### src/rtl/ifu_pkg.sv
// Shared types and constants for the instruction prefetch unit.
// Latency: n/a (declarations only).
// Backpressure: n/a.
package ifu_pkg;

    localparam logic [31:0] NOP_INST = 32'h0000_0013;

    typedef enum logic {
        S_BOOT = 1'b0,
        S_RUN  = 1'b1
    } state_t;

    typedef struct packed {
        logic [31:0] addr;
        logic [31:0] inst;
    } fifo_entry_t;

    localparam int ENTRY_W = $bits(fifo_entry_t);

    // Smallest power of two >= n, never below 2 (FIFO pointer wrap relies on it).
    function automatic int pow2_ceil(input int n);
        int p;
        p = 2;
        while (p < n) p = p * 2;
        return p;
    endfunction

endpackage

### src/rtl/ifu_fifo.sv
// Synchronous FIFO with flush; head entry is read straight from storage (registered data).
// Latency: a push is visible at the head one cycle later.
// Backpressure: push ignored when full unless a pop frees the slot the same cycle; pop on empty ignored; clear wins over push/pop.
module ifu_fifo #(
    parameter int DEPTH = 4,
    parameter int WIDTH = 64,
    localparam int PTR_W = $clog2(DEPTH) + 1
) (
    input  logic             clk,
    input  logic             rst,
    input  logic             clear,
    input  logic             push,
    input  logic [WIDTH-1:0] push_dat,
    input  logic             pop,
    output logic [WIDTH-1:0] head_dat,
    output logic             full,
    output logic             empty,
    output logic [PTR_W-1:0] count
);

    localparam int IDX_W = $clog2(DEPTH);

    logic [WIDTH-1:0] mem [DEPTH];
    logic [PTR_W-1:0] wr_ptr;
    logic [PTR_W-1:0] rd_ptr;
    logic             do_push;
    logic             do_pop;

    assign count    = wr_ptr - rd_ptr;
    assign full     = (count == PTR_W'(DEPTH));
    assign empty    = (count == '0);
    assign do_pop   = pop & ~empty & ~clear;
    assign do_push  = push & (~full | do_pop) & ~clear;
    assign head_dat = mem[rd_ptr[IDX_W-1:0]];

    // Pointer update; the extra MSB distinguishes full from empty and wraps naturally.
    always_ff @(posedge clk or posedge rst) begin
        if (rst) begin
            wr_ptr <= '0;
            rd_ptr <= '0;
        end else if (clear) begin
            wr_ptr <= '0;
            rd_ptr <= '0;
        end else begin
            if (do_push) wr_ptr <= wr_ptr + 1'b1;
            if (do_pop)  rd_ptr <= rd_ptr + 1'b1;
        end
    end

    // Storage write; contents need no reset because the pointers gate visibility.
    always_ff @(posedge clk) begin
        if (do_push) mem[wr_ptr[IDX_W-1:0]] <= push_dat;
    end

endmodule

### src/rtl/ifu_prefetch.sv
// Instruction prefetch: owns the fetch PC, issues credit-limited memory requests, buffers {addr, inst} for the core.
// Latency: a response reaches inst_valid_o one cycle after its rvalid; no combinational path from mem_rdata_i.
// Backpressure: inst_ready_i low fills the FIFO; requests stop once buffered plus in-flight correct-path words reach DEPTH.
// Optional: define IFU_PERF_CNT_EN for perf_fetch_o / perf_discard_o saturating counters.
module ifu_prefetch
    import ifu_pkg::*;
#(
    parameter int          DEPTH           = 4,
    parameter int          MAX_OUTSTANDING = 2,
    parameter logic [31:0] RESET_ADDR      = 32'h0000_0000
) (
    input  logic        clk,
    input  logic        rst,
    input  logic        jump_en_i,
    input  logic [31:0] jump_addr_i,
    output logic        mem_req_o,
    output logic [31:0] mem_addr_o,
    input  logic        mem_gnt_i,
    input  logic        mem_rvalid_i,
    input  logic [31:0] mem_rdata_i,
    output logic        inst_valid_o,
    input  logic        inst_ready_i,
    output logic [31:0] inst_o,
    output logic [31:0] inst_addr_o
`ifdef IFU_PERF_CNT_EN
    ,
    output logic [31:0] perf_fetch_o,
    output logic [31:0] perf_discard_o
`endif
);

    localparam int OUT_W    = $clog2(MAX_OUTSTANDING + 1);
    localparam int CNT_W    = $clog2(DEPTH) + 1;
    localparam int AQ_DEPTH = pow2_ceil(MAX_OUTSTANDING);
    localparam int AQ_CNT_W = $clog2(AQ_DEPTH) + 1;

    state_t            state;
    state_t            state_nxt;
    logic [31:0]       pc;
    logic [OUT_W-1:0]  outstanding;
    logic [OUT_W-1:0]  outstanding_nxt;
    logic [OUT_W-1:0]  discard;
    logic              credit_ok;
    logic              grant;
    logic              resp;
    logic              drop;
    logic              push;
    logic              pop;

    logic [CNT_W-1:0]  fifo_count;
    logic              fifo_empty;
    logic              fifo_full;
    fifo_entry_t       fifo_head;
    fifo_entry_t       fifo_in;

    logic [31:0]       aq_head;
    logic              aq_full;
    logic              aq_empty;
    logic [AQ_CNT_W-1:0] aq_count;
    logic              unused_status;

    assign grant = mem_req_o & mem_gnt_i;
    // A response with nothing outstanding is a bus protocol error and is ignored.
    assign resp  = mem_rvalid_i & (outstanding != '0);
    assign drop  = resp & (discard != '0);
    // A correct-path response arriving with a jump is wrong-path after the redirect, so it is not kept.
    assign push  = resp & (discard == '0) & ~jump_en_i;
    assign pop   = inst_valid_o & inst_ready_i & ~jump_en_i;

    assign outstanding_nxt = outstanding + OUT_W'(grant) - OUT_W'(resp);

    // Credit: every correct-path word in flight already owns a FIFO slot.
    assign credit_ok = (int'(outstanding) < MAX_OUTSTANDING) &&
                       ((int'(fifo_count) + int'(outstanding) - int'(discard)) < DEPTH);

    // State register: one idle cycle after reset before fetching.
    always_ff @(posedge clk or posedge rst) begin
        if (rst) state <= S_BOOT;
        else     state <= state_nxt;
    end

    // Next-state logic.
    always_comb begin
        state_nxt = state;
        case (state)
            S_BOOT:  state_nxt = S_RUN;
            S_RUN:   state_nxt = S_RUN;
            default: state_nxt = S_BOOT;
        endcase
    end

    // Request output; a redirect withdraws the request in its own cycle.
    always_comb begin
        mem_req_o = 1'b0;
        if (state == S_RUN && credit_ok && !jump_en_i) mem_req_o = 1'b1;
    end

    assign mem_addr_o = pc;

    // Fetch PC, in-flight count and wrong-path discard count.
    always_ff @(posedge clk or posedge rst) begin
        if (rst) begin
            pc          <= RESET_ADDR;
            outstanding <= '0;
            discard     <= '0;
        end else begin
            outstanding <= outstanding_nxt;
            if (jump_en_i) begin
                pc      <= jump_addr_i & 32'hFFFF_FFFC;
                // Everything still in flight after this cycle is wrong-path, including earlier discards.
                discard <= outstanding_nxt;
            end else begin
                if (grant) pc <= pc + 32'd4;
                if (drop)  discard <= discard - 1'b1;
            end
        end
    end

    // Addresses of granted requests, consumed in order as responses return.
    ifu_fifo #(
        .DEPTH (AQ_DEPTH),
        .WIDTH (32)
    ) u_addr_q (
        .clk      (clk),
        .rst      (rst),
        .clear    (1'b0),
        .push     (grant),
        .push_dat (pc),
        .pop      (resp),
        .head_dat (aq_head),
        .full     (aq_full),
        .empty    (aq_empty),
        .count    (aq_count)
    );

    assign fifo_in = '{addr: aq_head, inst: mem_rdata_i};

    ifu_fifo #(
        .DEPTH (DEPTH),
        .WIDTH (ENTRY_W)
    ) u_data_q (
        .clk      (clk),
        .rst      (rst),
        .clear    (jump_en_i),
        .push     (push),
        .push_dat (fifo_in),
        .pop      (pop),
        .head_dat (fifo_head),
        .full     (fifo_full),
        .empty    (fifo_empty),
        .count    (fifo_count)
    );

    assign unused_status = ^{aq_full, aq_empty, aq_count, fifo_full};

    assign inst_valid_o = ~fifo_empty;
    assign inst_o       = inst_valid_o ? fifo_head.inst : NOP_INST;
    assign inst_addr_o  = inst_valid_o ? fifo_head.addr : 32'h0;

`ifdef IFU_PERF_CNT_EN
    logic [32:0] fetch_sum;
    logic [32:0] discard_sum;
    logic        resp_lost;

    assign resp_lost   = drop | (resp & (discard == '0) & jump_en_i);
    assign fetch_sum   = {1'b0, perf_fetch_o} + 33'(pop);
    assign discard_sum = {1'b0, perf_discard_o} + 33'(resp_lost) +
                         (jump_en_i ? 33'(fifo_count) : 33'd0);

    // Saturating event counters: delivered words, and dropped responses plus flushed entries.
    always_ff @(posedge clk or posedge rst) begin
        if (rst) begin
            perf_fetch_o   <= '0;
            perf_discard_o <= '0;
        end else begin
            perf_fetch_o   <= fetch_sum[32]   ? 32'hFFFF_FFFF : fetch_sum[31:0];
            perf_discard_o <= discard_sum[32] ? 32'hFFFF_FFFF : discard_sum[31:0];
        end
    end
`endif

    // Responses must only arrive for granted requests.
    a_rvalid_has_req : assert property (@(posedge clk) disable iff (rst)
        mem_rvalid_i |-> (outstanding != '0))
        else $error("ifu_prefetch: rvalid with no outstanding request");

endmodule

### config.mk
export PLATFORM = sky130hd
export DESIGN_NAME = ifu_prefetch
export DESIGN_NICKNAME = d
export VERILOG_FILES = /design/src/rtl/ifu_pkg.sv /design/src/rtl/ifu_fifo.sv /design/src/rtl/ifu_prefetch.sv
export SDC_FILE = /design/constraint.sdc
export NUM_CORES = 1
export LEC_CHECK = 0
export CORE_MARGIN = 2
export CORE_UTILIZATION = 52
export CTS_BUF_LIST = sky130_fd_sc_hd__clkbuf_8
export DETAILED_ROUTE_END_ITERATION = 7
export PLACE_DENSITY_LB_ADDON = 0.15
export SYNTH_ARGS = -nofsm -noshare
export SYNTH_HDL_FRONTEND = slang
export SYNTH_SLANG_ARGS = --single-unit
### constraint.sdc
create_clock -name clk -period 9.9 [get_ports clk]
set_input_delay 1.98 -clock clk [delete_from_list [all_inputs] [get_ports clk]]
set_output_delay 1.98 -clock clk [all_outputs]
set_load 0.01 [all_outputs]
### After elaboration in Yosys (flattened, before gate mapping)

Memory sizes are Yosys's and may differ from the RTL's.
Index checks and enable logic that the tools add are counted.

* div/mod/pow operators: 0
* multiply operators: 0
* $add $sub $neg: 12
* multiplexer cells: 15
* reduce and logical (&&, ||, !) cells: 13
* shifts and indexed selects: 0
* $lt $le $gt $ge: 2
* equality and inequality tests: 2
* bitwise operators: 20

Operators with widths (count)
* $mux 32: 4
* $add 32x3->32 const B: 1
* $and 1x1->1: 13
* $mux 3: 4
* $reduce_bool 2->1: 6
* $add 3x1->3 const B: 2
* $lt 5x4->1 const B: 1
* $mux 1: 5
* $not 1->1: 5
* $sub 4x2->5: 1
* $add 2x1->2 const B: 2
* $add 3x2->4: 1
* $logic_not 2->1: 2
* $mux 2: 2
* $eq 3x3->1 const B: 1
* $logic_and 1x1->1: 3
* $logic_not 3->1: 1
* $sub 3x3->3: 1
* $add 2x1->2: 1
* $eq 2x2->1 const B: 1
* $lt 2x2->1 const B: 1
* $or 1x1->1: 2
* $sub 2x1->2: 1
* $sub 2x1->2 const B: 1
* 2 further kinds: 2

* output and inout bits: 98
* RAM bits: 320
* flip-flop bits (word level): 47
* memories: 2
* bits in read-only memories: 0
* bits in latches: 0
* logic and storage cells: 74

Memory list
* u_data_q.mem: words 4, width 64, rd ports 1, clocked after memory_dff 0, write ports 1, RTL line ifu_fifo.sv:23 `logic [WIDTH-1:0] mem [DEPTH];`
* u_addr_q.mem: words 2, width 32, rd ports 1, clocked after memory_dff 0, write ports 1, RTL line ifu_fifo.sv:23

### Longest topological paths before layout

Gate-level depths: netlist (run 1).

* depth in word-level cells: 12
* gate-level depth with buffers: 18

### By module

From an unflattened synthesis (run 1), not the netlist that was laid out.

* cells, all modules: 864
* area total of the unflattened synthesis: 15055.7 µm²

Modules (own cells, without submodules)
* ifu_fifo at u_data_q: sequential area each 7837.5 µm², cells an instance 388, times used 1, area an instance 9723.1 µm²
* ifu_prefetch: sequential area each 875.8 µm², cells an instance 339, times used 1, area an instance 2726.4 µm²
* ifu_fifo at u_addr_q: sequential area each 2021.9 µm², cells an instance 137, times used 1, area an instance 2606.2 µm²

### Worst setup path after synthesis (run 1)

OpenSTA, ideal clock, no wires.

* path type: register to register
* start point: register u_data_q.wr_ptr[0]
* end point: memory u_addr_q.mem[0][10], enable pin
* arrival: 5.309 ns
* stages on the path, launching flop included: 13
* clock period less this slack: 5.764 ns
* path slack: 4.136 ns
* setup time: 0.455 ns
* path buffers: 1
* path through: dfrtp_1 > inv_1 > ha_1 > fa_1 > fa_1 > inv_1 > ha_1 > and3b_1 > or2_2 > o311ai_0 > clkbuf_1 > nand2_1 > nor3_1

* longest elaborated chain between the ends: 12

Ends and longest elaborated chain
* start, declared: RTL line ifu_fifo.sv:24 `logic [PTR_W-1:0] wr_ptr;`
* start signal, assigned: RTL line ifu_fifo.sv:45 `if (do_push) wr_ptr <= wr_ptr + 1'b1;`
* $sub 3x3->3: RTL line ifu_fifo.sv:29 `assign count = wr_ptr - rd_ptr;`
* $add 3x2->4: RTL line ifu_prefetch.sv:74 `((int'(fifo_count) + int'(outstanding) - int'(discard)) < DEPTH);`
* $sub 4x2->5: RTL line ifu_prefetch.sv:74
* $lt 5x4->1: RTL line ifu_prefetch.sv:74
* $logic_and 1x1->1: RTL line ifu_prefetch.sv:73 `assign credit_ok = (int'(outstanding) < MAX_OUTSTANDING) &&`
* $logic_and 1x1->1 (2 in series): RTL line ifu_prefetch.sv:95 `if (state == S_RUN && credit_ok && !jump_en_i) mem_req_o = 1'b1;`
* $mux 1: RTL line ifu_prefetch.sv:95
* $and 1x1->1: RTL line ifu_prefetch.sv:62 `assign grant = mem_req_o & mem_gnt_i;`
* $and 1x1->1: RTL line ifu_fifo.sv:33 `assign do_push = push & (~full | do_pop) & ~clear;`
* $mux 1: RTL line ifu_fifo.sv:52 `if (do_push) mem[wr_ptr[IDX_W-1:0]] <= push_dat;`
* $mux 1 (not written as such): RTL line ifu_fifo.sv:52
* end, declared: RTL line ifu_fifo.sv:23

No other way between the ends.

### Worst setup path in the final report (run 1)

* start point: register u_data_q.rd_ptr[1]
* end point: output port mem_req_o

* longest elaborated chain between the ends: 8

Ends and longest elaborated chain
* start, declared: RTL line ifu_fifo.sv:25 `logic [PTR_W-1:0] rd_ptr;`
* start signal, assigned: RTL line ifu_fifo.sv:46 `if (do_pop) rd_ptr <= rd_ptr + 1'b1;`
* $sub 3x3->3: RTL line ifu_fifo.sv:29
* $add 3x2->4: RTL line ifu_prefetch.sv:74
* $sub 4x2->5: RTL line ifu_prefetch.sv:74
* $lt 5x4->1: RTL line ifu_prefetch.sv:74
* $logic_and 1x1->1: RTL line ifu_prefetch.sv:73
* $logic_and 1x1->1 (2 in series): RTL line ifu_prefetch.sv:95
* $mux 1: RTL line ifu_prefetch.sv:95
* end, declared: RTL line ifu_prefetch.sv:16 `output logic mem_req_o,`

No other way between the ends.

==> out/metrics.csv, run 1 <==
metric;value;unit
finalClockSkew;0.0189;ns
tns;0;ns
grt_usage;0.207;
synthArstFlopShare;0.127;
power.density;281;nW/µm²
clock_path_buffers;3;
p_leak;5.90;nW
syn_to_final_growth;20.8;%
worst_slack;2.97;ns
maxCapViolations;0;
grt_antenna_before_repair;1;
gr-total-overflow;0;
seq_area_frac_synth;0.713;
cts-hold-fix-buffers;0;
holdPathStages;0;
portBuffers;161;
rsz0062_at_grt;no;
synth_cell_type_count;52;
cts_resized;0;
slew_violations;0;
worstSetupPathType;reg2out;
h-tree-depth;2;
dp_hpwl;17100;µm
clock.fmax;144;MHz
synth_seq_cells;353;
vias_per_cell;5.63;
worstPathRequired;7.92;ns
cp.arrival;4.95;ns
syn_avg_cell_area;17.4;µm²
antenna_left;0;
min_period_over_period;0.700;
drive_gt1_frac;0.178;
root_buffer;clkbuf_8;
place_area;16500;µm²
drcViolationCount;0;
r2r_start;u_data_q.rd_ptr[1];
num_antenna_cells;0;
end_kind;primary output;
nFillCells;2044;
r2r_cells;11;
multi_input_area;3940;µm²
ios;168;
run_status;completed;
die_h;171;µm
mostFrequentLayoutCell;edfxtp_1;
tightest_slew;1.14;ns
min_from;mem_addr_o[29];
clock_sinks;353;
gp_congestion;0.788;
yosysWarningCount;0;
rows;61;
maxSlewHeadroom;0.238;
synth_cells;837;
stdcell_area;17600;µm²
startpoint_type;register;
setup_violations;0;
grt_pass1_vias;8323;
clk_pin_slew_worst_paths;0.06;ns
cts_buffers;56;
insertion_delay;0.58;ns
crit_path_max_fanout;65;
synthesis.area;14600;µm²
min_period;6.93;ns
ys.flop_type;edfxtp_1;
core_area;27700;µm²
grt_max_degree;66;
wl_per_cell;20.5;µm
startpoint;u_data_q.rd_ptr[1];
hold_class;reg2reg;
nets;1108;
drt_first_pass_iters;5;
dieWidth;171;µm
regArea;10400;µm²
hold_violations;0;
cts_tree;done;
initial_core_util;0.525;
ir_drop;0.000314;V
drt_iter0_drc;606;
dr_total_vias;8125;
cts_setup_buffers;0;
detailedPlace.worstSlack;3.57;ns
die_area;29300;µm²
layout_common_cells;308 x edfxtp_1, 161 x clkdlybuf4s50_1, 63 x and2_1;
grt_pass1_wl;46100;µm
routed_wl;29500;µm
synth_edf_count;308;
final_util;0.635;
## routing by layer
metal  global-route usage  wire [µm]  part of all wire
met5                    0         16           0.00054
met4               0.0630        554             0.019
met3               0.0416       1800             0.061
met2                0.339      14400              0.49
met1                0.283      12700              0.43
## state kept, by name, summed over array words and instances (netlist names)
| name | cells |
|---|---|
| u_data_q.rd_ptr | 3 |
| discard | 2 |
| u_addr_q.rd_ptr | 2 |
| u_addr_q.mem | 60 |
| u_data_q.mem | 248 |
| u_data_q.wr_ptr | 3 |
| mem_addr_o | 30 |
| outstanding | 2 |
| u_addr_q.wr_ptr | 2 |
| state | 1 |
## power breakdown
group | internal, mW | switching, mW | total (mW)
Sequential | 1.77 | 0.113 | 1.88
Combinational | 0.945 | 0.970 | 1.92
Clock | 0.597 | 0.537 | 1.13
Total | 3.31 | 1.62 | 4.93
## cells in the mapped netlist, types with 2 or more instances
master,n,area (µm²)
buf_1,6,22.5
mux2_2,34,383
dfrtp_1,45,1130
mux4_2,62,1400
a41o_1,3,30.0
o2111ai_1,6,52.6
nand2_1,23,86.3
o21ai_0,11,55.1
nor3_1,4,20.0
nand3_1,25,125
clkbuf_1,34,128
or2_2,4,25.0
xor2_1,3,26.3
o211ai_1,7,52.6
a31oi_1,22,138
and2_1,67,419
inv_1,20,75.1
and3b_1,2,17.5
buf_4,4,30.0
nor2b_1,2,12.5
o31a_1,4,35.0
or3_1,6,37.5
and3_1,9,56.3
conb_1,2,7.51
nand2b_1,2,12.5
and4_1,5,43.8
fa_1,2,40.0
or4_1,17,128
nor2_1,29,109
o31ai_1,11,82.6
xnor2_1,5,43.8
nand3b_1,2,15.0
ha_1,15,188
a21oi_1,4,20.0
edfxtp_1,308,9250
nor4_1,4,25.0
nand4_1,13,81.3
## final timing paths
kind	end	slack [ns]
hold reg to reg	u_addr_q.mem[0][29]	0.56
setup reg to reg	u_addr_q.mem[0][23]	4.75
min in group asynchronous	mem_addr_o[9]	1.86
hold / removal	u_addr_q.mem[0][29]	0.56
setup / recovery	mem_req_o	2.97
max in group asynchronous	u_data_q.rd_ptr[0]	7.55
## area by class of cell
cell class,instances,area share
Clock inverter,39,0.0105
Timing Repair Buffer,169,0.0951
Sequential cell,353,0.590
Tap cell,378,0.0269
Clock buffer,62,0.0485
Multi-Input combinational cell,420,0.224
Inverter,21,0.00448
## cells by family after synthesis
kind of cell,Yosys count,share of synthesized area
DFF,353,0.713
and+or+nand+nor,216,0.0848
muxes,97,0.123
AOI/OAI and AO/OA,76,0.0378
buffers and inverters,67,0.0189
adders and majority gates,17,0.0156
xor gates and xnor gates,9,0.00645
other,2,0.000516
## worst max-delay path, cell delays in order, from the launching register on
cell	delay, ns
dfrtp_4	1.11
fa_1	0.60
fa_1	0.50
inv_1	0.04
ha_1	0.30
and3b_1	0.19
or2_2	0.31
o311ai_1	0.32
buf_4	0.25
and3_1	0.18
clkdlybuf4s50_1	0.54
## per-stage QoR
stage / hold slack, ns / cells / power, mW
after floorplan: 0.506 / 840 / 3.03
after global placement: 0.527 / 1341 / 3.82
after detailed placement: 0.541 / 1341 / 3.85
after CTS: 0.563 / 1442 / 4.99
after global routing: 0.594 / 1442 / 5.21
final: 0.561 / 1442 / 4.93
Note: power is estimated with default switching activity, not from simulation.
==> inputs of run 2 (changes only) <==
- clock period: 9.9 -> 6.3 ns (I/O delays scaled with it)
==> run 2 against run 1 <==
Net effect:
- critical endpoint unchanged
- sequential share of layout area is essentially flat
- non-clock buffer count grew 5
- final area is essentially flat
- highest routed layer unchanged
==> out/metrics.csv, run 2 (synthesis gave the netlist of run 1 again) <==
metric;value;unit
p_leak;5.90;nW
hold_violations;0;
cts_buffers;55;
stdcell_area;17600;µm²
run_status;completed;
drt_iter0_drc;580;
worst_slack;0.649;ns
die_area;29300;µm²
die_h;171;µm
maxCapViolations;0;
combPwrFrac;0.405;
clock_sinks;353;
rsz0062_at_grt;no;
vias_per_cell;5.65;
p_int;5.16;mW
min_period;5.65;ns
gp_congestion;0.768;
crit_path_max_fanout;11;
min_period_over_period;0.897;
gr-total-overflow;0;
grt_usage;0.203;
core_area;27700;µm²
finalClockSkew;0.0123;ns
critPathMaxStageDelay;0.54;ns
seq_power_share;0.376;
crit_chain;inv_1 > ha_1 > fa_1 > fa_1 > inv_1 > ha_1 > and3b_1 > or2_2 > o311ai_1 > buf_4 > and3_1 > clkdlybuf4s50_1;
cp_top_family;adder cells;
maxSlewHeadroom;0.303;
h-tree-depth;2;
initial_core_util;0.525;
cp.arrival;4.39;ns
cts_setup_buffers;0;
insertion_delay;0.56;ns
drcViolationCount;0;
layout_common_cells;308 x edfxtp_1, 161 x clkdlybuf4s50_1, 63 x and2_1;
largest_register_ffs;248;
tightest_slew;1.05;ns
drt_first_pass_iters;5;
crit_buf_inv;4;
routed_wl;29300;µm
cts-hold-fix-buffers;0;
slew_violations;0;
critPathSlowestCell;clkdlybuf4s50_1;
antenna_left;0;
hold_class;reg2reg;
cts_tree;done;
dp_cells;1346;
dieWidth;171;µm
worstSetupPathType;reg2out;
clock_path_buffers;3;
cts_resized;0;
mostFrequentLayoutCell;edfxtp_1;
power.density;436;nW/µm²
syn_to_final_growth;20.8;%
drive_gt1_frac;0.176;
tns;0;ns
setup_violations;0;
clock_power_share;0.219;
ir_drop;0.000505;V
root_buffer;clkbuf_8;
place_area;16600;µm²
clock.fmax;177;MHz
finalNonFillerCells;1445;
nFillCells;2005;
portBuffers;161;
swShare;0.326;
end_kind;primary output;
nets;1112;
grt_pass1_vias;8191;
startpoint_type;register;
worstPathRequired;5.04;ns
num_antenna_cells;0;
ios;168;
dr_total_vias;8163;
grt_antenna_before_repair;1;
p_sw;2.50;mW
detailedPlace.worstSlack;1.26;ns
rows;61;
grt_pass1_wl;45200;µm
wl_per_cell;20.3;µm
grt_max_degree;65;
clk_pin_slew_worst_paths;0.06;ns
dp_hpwl;17200;µm
[run 2: cell types whose count changed in the layout (fill, tap and decap cells not counted), sizes merged]
| cell | before | now |
|---|---|---|
| inv | 44 | 45 |
| bufinv | 1 | 0 |
| buf | 8 | 13 |
| clkbuf | 62 | 60 |
[run 2: worst min-delay path: stages (launching register included)]
cell and delay, ns:
dfrtp_1 0.37, xor2_1 0.07, nor2_1 0.07
[run 2: area by class of cell]
| type | instances | area [µm²] | share of cell area |
|---|---|---|---|
| Clock buffer | 60 | 826 | 0.0470 |
| Clock inverter | 39 | 151 | 0.00862 |
| Inverter | 21 | 78.8 | 0.00449 |
| Multi-Input combinational cell | 420 | 3940 | 0.224 |
| Sequential cell | 353 | 10400 | 0.591 |
| Tap cell | 378 | 473 | 0.0269 |
| Timing Repair Buffer | 174 | 1720 | 0.0980 |
[run 2: worst paths after layout]
| path | start | endpoint | slack, ns | cells after the start |
|---|---|---|---|---|
| worst max-delay path | u_data_q.wr_ptr[0] | mem_req_o | 0.65 | 12 |
| worst min-delay path | u_data_q.rd_ptr[2] | u_data_q.rd_ptr[2] | 0.55 | 2 |
| worst max register to register | u_data_q.wr_ptr[0] | u_addr_q.mem[0][10] | 1.87 | 13 |
| worst min register to register | u_data_q.rd_ptr[2] | u_data_q.rd_ptr[2] | 0.55 | 2 |
| max in group asynchronous | rst | u_data_q.rd_ptr[1] | 4.66 | 3 |
| min in group asynchronous | rst | mem_addr_o[25] | 1.17 | 3 |
[run 2: metal layers]
metal / share of wire / routed length (µm) / global-route usage / vias up
met1: 0.43 / 12600 / 0.273 / 4137
met5: 0.00055 / 16 / 0 / -
met4: 0.015 / 441 / 0.0549 / 2
li1: - / - / - / 3711
met2: 0.50 / 14600 / 0.342 / 274
met3: 0.058 / 1690 / 0.0400 / 39
[run 2: per-stage QoR]
stage               total power, mW  utilization  hold slack [ns]
global route                   8.13        0.634            0.586
floorplan                      4.76            -            0.506
global placement               6.02        0.599            0.538
finish                         7.66        0.634            0.552
CTS                            7.76        0.634            0.556
detailed placement             6.07        0.599            0.538
[run 2: power by group through the flow]
stage	logic (mW)	clock network, mW	registers (mW)
global route	3.40	1.83	2.90
CTS	3.15	1.73	2.88
floorplan	1.85	0	2.90
global placement	3.10	0	2.92
finish	3.10	1.68	2.88
detailed placement	3.14	0	2.93
==> inputs of run 3 (changes only) <==
==> constraint.sdc (replaced) <==
create_clock -name clk -period 6.3 [get_ports clk]
set_input_delay 0.63 -clock clk [delete_from_list [all_inputs] [get_ports clk]]
set_output_delay 0.63 -clock clk [all_outputs]
set_load 0.01 [all_outputs]
==> run 3 against run 2 <==
Net effect:
- clock skew grew 0.0071 ns
- final cell count grew 0.28%
- routed wire length shrank 1.8%
- hold slack lost 0.035 ns
- non-clock buffer count shrank 2
- count of clock-buffer cells in the layout grew 2
- combinational power shrank 3%
- final area grew 0.32%
- die area is the same
- critical path depth shrank 1
- maximum frequency grew 7.0%
- critical path type unchanged
- highest routed layer unchanged
==> out/metrics.csv, run 3 (synthesis gave the netlist of run 1 again) <==
metric;value;unit
grt_pass1_wl;44800;µm
routed.top_layer;met5;
mostFrequentLayoutCell;edfxtp_1;
critPathCapture;mem_req_o;
dieWidth;171;µm
startpoint;u_data_q.rd_ptr[0];
r2r_cells;12;
end_kind;primary output;
worstPathRequired;5.67;ns
r2r-end;u_addr_q.mem[1][7];
detailedPlace.worstSlack;1.43;ns
cts_setup_buffers;0;
hold_class;in2async;
grt_usage;0.201;
power.density;439;nW/µm²
vias_per_cell;5.61;
nets;1111;
drt_iter0_drc;492;
cp_top_family;adder cells;
syn_to_final_growth;21.1;%
slew_violations;0;
die_h;171;µm
cp.arrival;4.65;ns
maxSlewHeadroom;0.331;
power;7.74;mW
ir_drop;0.000352;V
finalClockSkew;0.0194;ns
stdcell_area;17600;µm²
grt_pass1_vias;8157;
hold_violations;0;
layout_common_cells;308 x edfxtp_1, 161 x clkdlybuf4s50_1, 63 x and2_1;
critPathMaxStageDelay;0.79;ns
startpoint_type;register;
run_status;completed;
core_area;27700;µm²
dp_cells;1344;
grt_antenna_before_repair;1;
cts_resized;0;
drcViolationCount;0;
critPathSlowestCell;dfrtp_4;
r2r_start;u_data_q.rd_ptr[0];
rsz0062_at_grt;no;
reg2reg_slack;1.48;ns
drive_gt1_frac;0.181;
clock_sinks;353;
clock.fmax;189;MHz
maxCapViolations;0;
min_period;5.28;ns
worst_slack;1.02;ns
crit_chain;ha_1 > fa_1 > fa_1 > inv_1 > ha_1 > and3b_1 > or2_2 > o311ai_1 > buf_4 > and3_1 > clkdlybuf4s50_1;
clk_pin_slew_worst_paths;0.06;ns
routed_wl;28800;µm
min_period_over_period;0.839;
wl_met2;14100;µm
cts_tree;done;
dp_hpwl;16800;µm
tns;0;ns
grt_max_degree;65;
worstSetupPathType;reg2out;
largest_register_ffs;248;
crit_buf_inv;3;
rows;61;
finalNonFillerCells;1449;
portBuffers;161;
drt_first_pass_iters;5;
num_antenna_cells;0;
initial_core_util;0.525;
wl_met3;1750;µm
setup_violations;0;
ios;168;
drt-met1-wl;12500;µm
h-tree-depth;2;
place_area;16600;µm²
cp.depth;11;
crit_path_max_fanout;25;
finalHoldWorstSlack;0.517;ns
final_util;0.636;
cts_buffers;56;
gr-total-overflow;0;
die_area;29300;µm²
insertion_delay;0.58;ns
dr_total_vias;8122;
p_leak;5.91;nW
root_buffer;clkbuf_8;
cts-hold-fix-buffers;0;
gp_congestion;0.826;
clock_path_buffers;3;
tightest_slew;1.00;ns
antenna_left;0;
wl_per_cell;19.8;µm
## run 3: cell type report
type	count	area, µm²
fill	1991	10100
inverter	21	78.8
clock buffer	62	853
sequential	353	10400
timing repair buffer	172	1690
tap	378	473
multi-input combinational	420	3940
clock inverter	43	208
## run 3: metal layers
metal | up-vias | track usage
li1 | 3703 | -
met1 | 4123 | 0.274
met4 | 2 | 0.0560
met2 | 253 | 0.332
met5 | - | 0
met3 | 41 | 0.0423
## run 3: tightest hold or removal path: stages
cell             delay, ns
clkdlybuf4s50_1       0.40
clkinv_1              0.04
buf_4                 0.48
## run 3: how the worst min path moves through the flow
stage | endpoint | cells after the start | startpoint
finish | mem_addr_o[6] | 3 | rst
floorplan | u_data_q.rd_ptr[2] | 2 | u_data_q.rd_ptr[2]
global route | u_addr_q.wr_ptr[1] | 1 | u_addr_q.wr_ptr[1]
CTS | mem_addr_o[6] | 3 | rst
detailed placement | u_data_q.rd_ptr[2] | 2 | u_data_q.rd_ptr[2]
global placement | u_data_q.rd_ptr[2] | 2 | u_data_q.rd_ptr[2]
## run 3: power breakdown
| group | switching (mW) | internal (mW) |
|---|---|---|
| Clock | 0.842 | 0.945 |
| Combinational | 1.53 | 1.49 |
| Sequential | 0.147 | 2.78 |
| Total | 2.52 | 5.21 |
